## config.mk

```make
export PLATFORM = sky130hd
export DESIGN_NAME = riscv_lsu_flat
export DESIGN_NICKNAME = d
export VERILOG_FILES = /design/src/rtl/riscv_pkg.sv /design/src/rtl/riscv_lsu_if.sv /design/src/rtl/riscv_lsu_load_align.sv /design/src/rtl/riscv_lsu.sv /design/src/flat_wrapper.sv
export SDC_FILE = /design/constraint.sdc
export NUM_CORES = 1
export LEC_CHECK = 0
export BUFFER_PORTS_ARGS = -buffer_cell sky130_fd_sc_hd__clkbuf_2
export CAP_MARGIN = 20
export CORE_MARGIN = 1.5
export CORE_UTILIZATION = 50
export DETAILED_ROUTE_END_ITERATION = 8
export PLACE_DENSITY = 0.8
export SYNTH_ARGS = -nofsm -noshare
export SYNTH_HDL_FRONTEND = slang
export SYNTH_SLANG_ARGS = --single-unit
```

## constraint.sdc

```tcl
create_clock -name clk_i -period 2.3 [get_ports clk_i]
set_input_delay 0.345 -clock clk_i [delete_from_list [all_inputs] [get_ports clk_i]]
set_output_delay 0.345 -clock clk_i [all_outputs]
set_load 0.05 [all_outputs]
```

## src/rtl/riscv_pkg.sv

```systemverilog
// rtl/riscv_pkg.sv - shared RISC-V load/store size codes, LSU state type and access helpers
// Contents:
//   LDST_*            load/store size codes (RV32 funct3 encoding)
//   lsu_state_t       LSU FSM states
//   ldst_legal        size code is one of B/H/W/BU/HU
//   ldst_misaligned   legal size whose address is not naturally aligned
//   ldst_be           byte-enable mask for a size and address low bits
package riscv_pkg;

    localparam logic [2:0] LDST_B  = 3'b000;
    localparam logic [2:0] LDST_H  = 3'b001;
    localparam logic [2:0] LDST_W  = 3'b010;
    localparam logic [2:0] LDST_BU = 3'b100;
    localparam logic [2:0] LDST_HU = 3'b101;

    typedef enum logic [1:0] {LSU_IDLE, LSU_REQ, LSU_RESP} lsu_state_t;

    function automatic logic ldst_legal(input logic [2:0] size);
        return (size == LDST_B)  || (size == LDST_H)  || (size == LDST_W) ||
               (size == LDST_BU) || (size == LDST_HU);
    endfunction

    // Only meaningful for legal sizes; illegal codes report aligned so they
    // surface as a size fault rather than a misalignment.
    function automatic logic ldst_misaligned(input logic [2:0] size, input logic [1:0] addr_lo);
        logic mis;
        case (size)
            LDST_H, LDST_HU: mis = addr_lo[0];
            LDST_W:          mis = (addr_lo != 2'b00);
            default:         mis = 1'b0;
        endcase
        return mis;
    endfunction

    function automatic logic [3:0] ldst_be(input logic [2:0] size, input logic [1:0] addr_lo);
        logic [3:0] be;
        case (size)
            LDST_B, LDST_BU: be = 4'b0001 << addr_lo;
            LDST_H, LDST_HU: be = 4'b0011 << {addr_lo[1], 1'b0};
            LDST_W:          be = 4'b1111;
            default:         be = 4'b0000;
        endcase
        return be;
    endfunction

endpackage

```

## src/rtl/riscv_lsu_if.sv

```systemverilog
// rtl/riscv_lsu_if.sv - data-memory bus between the LSU (master) and memory (slave)
// Signals:
//   req    bus request, held for the whole transaction
//   we     1=write, 0=read
//   be     byte enables
//   addr   full byte address
//   wd     write data (lane-replicated)
//   rd     read data, valid with ready
//   ready  transaction completes this cycle
interface riscv_lsu_if;
    logic        req;
    logic        we;
    logic [3:0]  be;
    logic [31:0] addr;
    logic [31:0] wd;
    logic [31:0] rd;
    logic        ready;

    modport master (output req, we, be, addr, wd, input rd, ready);
    modport slave  (input req, we, be, addr, wd, output rd, ready);
endinterface

```

## src/rtl/riscv_lsu_load_align.sv

```systemverilog
// rtl/riscv_lsu_load_align.sv - combinational load-data lane select and sign/zero extension
// Ports:
//   i_size  LDST_* size code of the load
//   i_addr  address bits [1:0]
//   i_word  raw 32-bit word from the bus
//   o_data  extended load result
module lsu_load_align
    import riscv_pkg::*;
(
    input  logic [2:0]  i_size,
    input  logic [1:0]  i_addr,
    input  logic [31:0] i_word,
    output logic [31:0] o_data
);

    logic [7:0]  w_byte;
    logic [15:0] w_half;

    always_comb begin
        w_byte = 8'h00;
        case (i_addr)
            2'd0:    w_byte = i_word[7:0];
            2'd1:    w_byte = i_word[15:8];
            2'd2:    w_byte = i_word[23:16];
            default: w_byte = i_word[31:24];
        endcase
        w_half = i_addr[1] ? i_word[31:16] : i_word[15:0];

        case (i_size)
            LDST_B:  o_data = {{24{w_byte[7]}}, w_byte};
            LDST_BU: o_data = {24'h000000, w_byte};
            LDST_H:  o_data = {{16{w_half[15]}}, w_half};
            LDST_HU: o_data = {16'h0000, w_half};
            default: o_data = i_word;
        endcase
    end

endmodule

```

## src/rtl/riscv_lsu.sv

```systemverilog
// rtl/riscv_lsu.sv - load-store unit: one bus transaction per core request, stall until response
// Parameters:
//   TIMEOUT_CYCLES   REQ cycles without ready before the access is faulted
// Ports:
//   clk_i, rst_i          clock, synchronous active-high reset
//   core_req_i            access requested (held while core_stall_o=1)
//   core_we_i             1=store, 0=load
//   core_size_i           LDST_* size code
//   core_addr_i           byte address
//   core_wd_i             store data (rs2)
//   core_rd_o             extended load data, valid in RESP
//   core_stall_o          freeze pipeline
//   core_misalign_o       misaligned access, 1-cycle pulse
//   core_fault_o          illegal size or bus timeout, 1-cycle pulse
//   mem                   data-memory bus (master side)
module riscv_lsu
    import riscv_pkg::*;
#(
    parameter int TIMEOUT_CYCLES = 255
) (
    input  logic        clk_i,
    input  logic        rst_i,
    input  logic        core_req_i,
    input  logic        core_we_i,
    input  logic [2:0]  core_size_i,
    input  logic [31:0] core_addr_i,
    input  logic [31:0] core_wd_i,
    output logic [31:0] core_rd_o,
    output logic        core_stall_o,
    output logic        core_misalign_o,
    output logic        core_fault_o,
    riscv_lsu_if.master mem
);

    localparam int CW = $clog2(TIMEOUT_CYCLES + 1);
    localparam logic [CW-1:0] C_LAST = CW'(TIMEOUT_CYCLES - 1);

    lsu_state_t  r_state;
    lsu_state_t  w_next;
    logic        r_we;
    logic [2:0]  r_size;
    logic [31:0] r_addr;
    logic [31:0] r_wd;
    logic [31:0] r_rdata;
    logic        r_fault;
    logic [CW-1:0] r_cnt;

    logic        w_legal;
    logic        w_mis;
    logic        w_accept;
    logic        w_cnt_last;
    logic [31:0] w_ext;
    logic [31:0] w_wd_rep;

    assign w_legal    = ldst_legal(core_size_i);
    assign w_mis      = ldst_misaligned(core_size_i, core_addr_i[1:0]);
    assign w_cnt_last = (r_cnt == C_LAST);

    lsu_load_align u_align (
        .i_size (r_size),
        .i_addr (r_addr[1:0]),
        .i_word (r_rdata),
        .o_data (w_ext)
    );

    // Narrow stores are replicated across all lanes so the memory can take
    // whichever lane the byte enables select.
    always_comb begin
        case (r_size)
            LDST_B, LDST_BU: w_wd_rep = {4{r_wd[7:0]}};
            LDST_H, LDST_HU: w_wd_rep = {2{r_wd[15:0]}};
            default:         w_wd_rep = r_wd;
        endcase
    end

    always_comb begin
        w_next          = r_state;
        w_accept        = 1'b0;
        core_rd_o       = 32'h0;
        core_stall_o    = 1'b0;
        core_misalign_o = 1'b0;
        core_fault_o    = 1'b0;
        mem.req         = 1'b0;
        mem.we          = 1'b0;
        mem.be          = 4'h0;
        mem.addr        = 32'h0;
        mem.wd          = 32'h0;

        case (r_state)
            LSU_IDLE: begin
                // Rejections are answered in the same cycle without touching the bus.
                if (core_req_i && !rst_i) begin
                    if (!w_legal) begin
                        core_fault_o = 1'b1;
                    end else if (w_mis) begin
                        core_misalign_o = 1'b1;
                    end else begin
                        core_stall_o = 1'b1;
                        w_accept     = 1'b1;
                        w_next       = LSU_REQ;
                    end
                end
            end
            LSU_REQ: begin
                core_stall_o = 1'b1;
                mem.req      = 1'b1;
                mem.we       = r_we;
                mem.be       = ldst_be(r_size, r_addr[1:0]);
                mem.addr     = r_addr;
                mem.wd       = w_wd_rep;
                if (mem.ready || w_cnt_last) begin
                    w_next = LSU_RESP;
                end
            end
            LSU_RESP: begin
                core_rd_o    = (r_we || r_fault) ? 32'h0 : w_ext;
                core_fault_o = r_fault && !rst_i;
                w_next       = LSU_IDLE;
            end
            default: w_next = LSU_IDLE;
        endcase
    end

    always_ff @(posedge clk_i) begin
        if (rst_i) begin
            r_state <= LSU_IDLE;
            r_we    <= 1'b0;
            r_size  <= 3'b000;
            r_addr  <= 32'h0;
            r_wd    <= 32'h0;
            r_rdata <= 32'h0;
            r_fault <= 1'b0;
            r_cnt   <= '0;
        end else begin
            r_state <= w_next;
            case (r_state)
                LSU_IDLE: begin
                    if (w_accept) begin
                        r_we    <= core_we_i;
                        r_size  <= core_size_i;
                        r_addr  <= core_addr_i;
                        r_wd    <= core_wd_i;
                        r_rdata <= 32'h0;
                        r_fault <= 1'b0;
                        r_cnt   <= '0;
                    end
                end
                LSU_REQ: begin
                    if (mem.ready) begin
                        r_rdata <= mem.rd;
                    end else if (w_cnt_last) begin
                        r_fault <= 1'b1;
                    end else begin
                        r_cnt <= r_cnt + CW'(1);
                    end
                end
                default: ;
            endcase
        end
    end

endmodule

```

## src/flat_wrapper.sv

```systemverilog
// flat-port wrapper written by rule: the top's interface ports become plain ports
module riscv_lsu_flat import riscv_pkg::*;
#(
    parameter int TIMEOUT_CYCLES = 255
)
  (clk_i, rst_i, core_req_i, core_we_i, core_size_i, core_addr_i, core_wd_i, core_rd_o, core_stall_o, core_misalign_o, core_fault_o, mem_req, mem_we, mem_be, mem_addr, mem_wd, mem_rd, mem_ready);
  riscv_lsu_if mem_i ();
  input  logic clk_i;
  input  logic rst_i;
  input  logic core_req_i;
  input  logic core_we_i;
  input  logic [2:0] core_size_i;
  input  logic [31:0] core_addr_i;
  input  logic [31:0] core_wd_i;
  output logic [31:0] core_rd_o;
  output logic core_stall_o;
  output logic core_misalign_o;
  output logic core_fault_o;
  output wire logic [$bits(mem_i.req)-1:0] mem_req;
  output wire logic [$bits(mem_i.we)-1:0] mem_we;
  output wire logic [$bits(mem_i.be)-1:0] mem_be;
  output wire logic [$bits(mem_i.addr)-1:0] mem_addr;
  output wire logic [$bits(mem_i.wd)-1:0] mem_wd;
  input wire logic [$bits(mem_i.rd)-1:0] mem_rd;
  input wire logic [$bits(mem_i.ready)-1:0] mem_ready;
  assign mem_req = mem_i.req;
  assign mem_we = mem_i.we;
  assign mem_be = mem_i.be;
  assign mem_addr = mem_i.addr;
  assign mem_wd = mem_i.wd;
  assign mem_i.rd = mem_rd;
  assign mem_i.ready = mem_ready;
  riscv_lsu #(.TIMEOUT_CYCLES(TIMEOUT_CYCLES)) u_core (.clk_i(clk_i), .rst_i(rst_i), .core_req_i(core_req_i), .core_we_i(core_we_i), .core_size_i(core_size_i), .core_addr_i(core_addr_i), .core_wd_i(core_wd_i), .core_rd_o(core_rd_o), .core_stall_o(core_stall_o), .core_misalign_o(core_misalign_o), .core_fault_o(core_fault_o), .mem(mem_i));
endmodule
```

# Word level (Yosys, flattened, before mapping)
# Cells that the tools add are included.
dict set report op_classes {
  n_addsub 1
  eq_ne 22
  n_shift 2
  muxes 41
  reduce_logical 23
}
# operator n
set op_table {}
lappend op_table {{32-bit 2-to-1 mux} 6}
lappend op_table {{32-bit one-hot mux with 2 select lines} 2}
lappend op_table {{32-bit one-hot mux with 4 select lines} 1}
lappend op_table {{8-bit 2-to-1 mux} 3}
lappend op_table {{8-bit one-hot mux with 3 select lines} 1}
lappend op_table {{16-bit 2-to-1 mux} 1}
lappend op_table {{8-bit one-hot mux with 2 select lines} 1}
lappend op_table {{1-bit 2-to-1 mux} 15}
lappend op_table {{3-bit == test (second input constant)} 4}
lappend op_table {{4-bit one-hot mux with 3 select lines} 1}
lappend op_table {{4-bit AND reduction} 3}
lappend op_table {{2-bit by 1-bit != test with 1-bit output (second input constant)} 5}
lappend op_table {{8-bit by 1-bit adder with 8-bit output (second input constant)} 1}
lappend op_table {{8-bit == test (second input constant)} 1}
lappend op_table {{2-bit 2-to-1 mux} 4}
lappend op_table {{2-bit != test (second input constant)} 4}
lappend op_table {{1-bit one-hot mux with 2 select lines} 4}
lappend op_table {{3-bit by 1-bit == test with 1-bit output (second input constant)} 2}
lappend op_table {{3-bit by 2-bit == test with 1-bit output (second input constant)} 2}
lappend op_table {{3-bit zero test} 2}
lappend op_table {{1-bit logical OR} 6}
lappend op_table {{2-bit OR reduction} 3}
lappend op_table {{2-bit by 1-bit == test with 1-bit output (second input constant)} 2}
lappend op_table {{2-bit == test (second input constant)} 2}
lappend op_table {{other kinds (10)} 13}
dict set report totals {
  ff_bits 111
  input_bits 104
  out_inout_bits 105
}

# Longest topological paths before layout
dict set report logic_depth {
  word_depth 10
  mapped_depth 7
  mapped_depth_nobuf 6
}

# Hierarchy
# Synthesis repeated with hierarchy kept, for this count alone.
dict set report unflattened {
  cells_unflattened 821
  hier_area_um2 6123.4
}
# mod n_inst cells_each area_per_inst_um2 seq_area_each_um2
set modules_own_cells {}
lappend modules_own_cells {riscv_lsu 1 688 5153.7 2222.1}
lappend modules_own_cells {lsu_load_align 1 133 969.7 0.0}

# Worst setup path before layout
# No wires, ideal clock.
dict set report synth_path {
  kind {register to output}
  start {register u_core.r_state[0]}
  end {output port core_rd_o[10]}
  t_arrival_ps 2402
  t_required_ps 1955
  setup_slack_ps -447
  path_stages_with_launch 5
  n_path_buf 2
  path_cell_list {dfxtp_1 > or4b_1 > buf_2 > clkbuf_1 > a221oi_1}
}
dict set report synth_via {
  elab_chain_len 2
}
# item line_no
set synth_lines {}
lappend synth_lines {{start, declared} riscv_lsu.sv:38} ;# lsu_state_t r_state;
lappend synth_lines {{start signal, assigned} riscv_lsu.sv:135} ;# r_state <= w_next;
lappend synth_lines {{2-bit == test} riscv_lsu.sv:89} ;# case (r_state)
lappend synth_lines {{32-bit 2-to-1 mux} riscv_lsu.sv:89}
lappend synth_lines {{end, declared} flat_wrapper.sv:15} ;# output logic [31:0] core_rd_o;
# Every way passes these cells.

# Final worst setup path
dict set report layout_path {
  start {register u_core.r_we}
  end {output port core_rd_o[20]}
}
dict set report layout_via {
  elab_chain_len 3
}
# item line_no
set layout_lines {}
lappend layout_lines {{start, declared} riscv_lsu.sv:40} ;# logic r_we;
lappend layout_lines {{start signal, assigned} riscv_lsu.sv:139} ;# r_we <= core_we_i;
lappend layout_lines {{1-bit logical OR} riscv_lsu.sv:116} ;# core_rd_o = (r_we || r_fault) ? 32'h0 : w_ext;
lappend layout_lines {{32-bit 2-to-1 mux} riscv_lsu.sv:116}
lappend layout_lines {{32-bit 2-to-1 mux} riscv_lsu.sv:89}
# Every way passes these cells.

==> results by group <==
Placed design
  • Placed Instance Area: 0.00742 mm²
  • Buffers on Ports: 208
  • Placed cells: 1,074
  • Hpwl dp: 12,500 µm
  • GPL Wtd Cong: 0.932

Cells and area
  • Fill cell count: 869
  • Ant. Diodes: 0
  • Finished Layout Cells: 1,095
  • Area Growth Syn to Fin: 38.3%
  • Post-layout instance area: 0.00790 mm²
  • Area of the multi-input gates: 0.00324 mm²
  • Nets: 1,056
  • Layout cells sized above 1: 0.311
  • Register area: 0.00224 mm²

Critical path
  • Critical path endpoint: core_rd_o[20]
  • FF-to-FF Start: u_core.r_state[0]$_SDFFE_PP0P_
  • FF-to-FF End: u_core.r_addr[14]$_SDFFE_PP0P_
  • CP required: 1.96 ns
  • Worst path bufs/invs: 3
  • Startpoint Class: register
  • CP peak stage delay: 0.53 ns
  • Kind of critical path: reg -> out
  • Top cell by count, worst path: buf_12
  • Critical-path cell list: or4b_4 > buf_12 > nor4_4 > buf_4 > a21o_1 > buf_12
  • Critical Path Start: u_core.r_we$_SDFFE_PP0P_
  • Stages on the worst setup path: 6
  • CP arrival: 2.03 ns
  • CP Capture Type: output port
  • Max FO, Critical Path: 13
  • Flop2flop setup slack: 0.28 ns
  • CP delay by family, top: simple AND/OR/NAND/NOR gates
  • CP max-delay cell: or4b_4
  • Worst r2r path cells: 6

Yosys
  • Most common cell in the netlist: nand2_1
  • Syn Std Cell Area: 0.00571 mm²
  • Main synth FF type: dfxtp_1
  • Syn avg cell area: 7.52 µm²
  • Post-synth top area cell: dfxtp_1
  • Yosys top cell area share: 0.389
  • Syn Nets: 866
  • Synth warn: 0
  • Most frequent cells after synthesis: nand2_1, a21oi_1, dfxtp_1
  • Synth async-reset ratio: 0
  • Seq/Total Area, Yosys: 0.389
  • Mapped Cells: 760
  • Yosys cell types: 54
  • Dominant cells by area after synthesis: dfxtp_1, a21oi_1, nand2_1
  • Synth Register Bits: 111
  • EDFF count, synth: 0

Clock network
  • Clock-pin slew on the worst setup and hold paths: 0.07 ns
  • Number of hold buffers added after cts: 0
  • Skew-Pair Late Insertion Delay: 0.35 ns
  • # H-tree levels: 3
  • CTS buffer count: 9
  • Bufs on Longest Clock Path: 2
  • Num Clock Sinks: 111
  • CTS tree: built
  • CTS root buffer: clkbuf_16

Floorplan
  • Die Y: 110 µm
  • Core Area: 0.0110 mm²
  • Rows: 38
  • DIE WIDTH: 110 µm
  • DIE AREA: 0.0121 mm²
  • Top-level port count: 209
  • Initial Util: 0.520

Route
  • Vias per cell: 5.62
  • Routed wire length: 17,800 µm
  • Vias: 6,155
  • ANT nets after route: 0
  • Wire per inst: 16.2 µm
  • DRT iter0 DRCs: 463
  • Pre-antenna DRT Iters: 5
  • # DRC: 0

Power and ir drop
  • Design Power: 4.14 mW
  • IR drop worst, VDD: 560 µV
  • Leak pwr: 3.19 nW
  • Cell Pwr Density: 523 mW/mm²

Timing
  • Max-slew headroom: 0.225
  • Unrepaired setup endpoints after global routing: true
  • Clock Skews: 0.00671 ns
  • Worst-Margin Slew: 1.16 ns
  • Worst Setup Slack, final: -0.0789 ns
  • Max Fclk: 0.420 GHz
  • Finish-stage setup viols: 25
  • Minimum clock period: 2.38 ns
  • Final TNS setup: -1.30 ns
  • Max-slew violation count: 0
  • Part of the cycle the worst path needs: 1.03
  • Fin. Hold Viols: 0

GRT
  • Initial antenna violation count: 0
  • First-pass GRT wire length: 27,200 µm
  • Total gr overflow: 0
  • Total track usage: 0.289
  • Vias in the first global route: 5,508
  • Largest net degree at the start of global routing: 107

Job
  • Maxcap violations: 0

Hold path
  • Type of the worst min-delay path: in -> reg

Status
  • Status: finished with violations
  • Failing checks: negative setup slack
==> layout make-up <==
type,count,share of cell area
multi-input combinational,571,0.410
sequential,111,0.283
inverter,11,0.00523
timing repair buffer,246,0.241
tap,140,0.0222
clock buffer,12,0.0312
clock inverter,4,0.00681
==> flip-flops by register name, indices dropped and copies added (netlist names) <==
signal and cells:
u_core.r_size 3, u_core.r_fault 1, u_core.r_wd 32, u_core.r_cnt 8, u_core.r_we 1, u_core.r_addr 32
u_core.r_rdata 32, u_core.r_state 2
==> stage by stage <==
stage,hold WS (ns),setup slack [ns],utilization
floorplan,0.432,-0.447,-
global placement,0.437,0.208,0.676
detailed placement,0.442,0.180,0.676
CTS,0.198,-0.0786,0.713
global route,0.206,-0.135,0.719
finish,0.209,-0.0789,0.719
==> worst min path at each step <==
| stage | from | endpoint | slack [ns] | cells after the start |
|---|---|---|---|---|
| finish | core_addr_i[24] | u_core.r_addr[24]$_SDFFE_PP0P_ | 0.21 | 3 |
| global route | core_addr_i[20] | u_core.r_addr[20]$_SDFFE_PP0P_ | 0.21 | 3 |
| CTS | core_addr_i[8] | u_core.r_addr[8]$_SDFFE_PP0P_ | 0.20 | 3 |
| detailed placement | u_core.r_addr[26]$_SDFFE_PP0P_ | u_core.r_addr[26]$_SDFFE_PP0P_ | 0.44 | 2 |
| global placement | u_core.r_addr[23]$_SDFFE_PP0P_ | u_core.r_addr[23]$_SDFFE_PP0P_ | 0.44 | 2 |
| floorplan | u_core.r_addr[10]$_SDFFE_PP0P_ | u_core.r_addr[10]$_SDFFE_PP0P_ | 0.43 | 2 |
==> where the power goes <==
group | internal (mW) | switching, mW | leakage [nW]
clock network | 0.882 | 0.709 | 0.145
registers | 1.97 | 0.0479 | 0.903
logic | 0.202 | 0.322 | 2.14
==> metal layers <==
metal	GRT usage	wire length, µm	share of wire
met1	0.381	7540	0.42
met3	0.0652	1800	0.10
met2	0.461	8120	0.46
met4	0.106	298	0.017
met5	0	0	0
==> cell families after synthesis <==
family,count (synthesis),share of synthesized area
AO/OA/AOI/OAI,221,0.233
buffers and inverters,78,0.0648
adder cells (fa/ha/maj),2,0.00438
XOR/XNOR,3,0.00460
flip-flops,111,0.389
multiplexers,27,0.0480
AND/OR/NAND/NOR,318,0.256
==> repair_timing <==
action | in CTS | in global routing
setup buffers | 3 | 2
endpoints found under the setup margin | 32 | 32
gates resized for setup | 26 | 13
gates cloned | 0 | 0
pin swaps | 2 | 3
hold endpoints to repair | 0 | 0
==> cell usage in the layout, fill, tap and decap left out, types with 4 or more instances in the layout <==
master     count
dfxtp_2        4
nand2b_1       5
clkbuf_2     171
inv_1          9
a21o_1        17
o21ai_0        9
dfxtp_1      104
a21oi_1      128
a21oi_2        5
nand2_1      170
nor2_1        40
buf_12        37
and2_1        39
o211ai_1      35
mux2i_1       23
clkbuf_16     10
buf_4         36
nand3_1       36
==> worst min-delay path, delay by kind of cell <==
| family | cells | cell delay, ns |
|---|---|---|
| buf+inv | 1 | 0.08 |
| simple gates | 1 | 0.04 |
| compound gates | 1 | 0.05 |
Note: power is estimated with default switching activity, not from simulation.
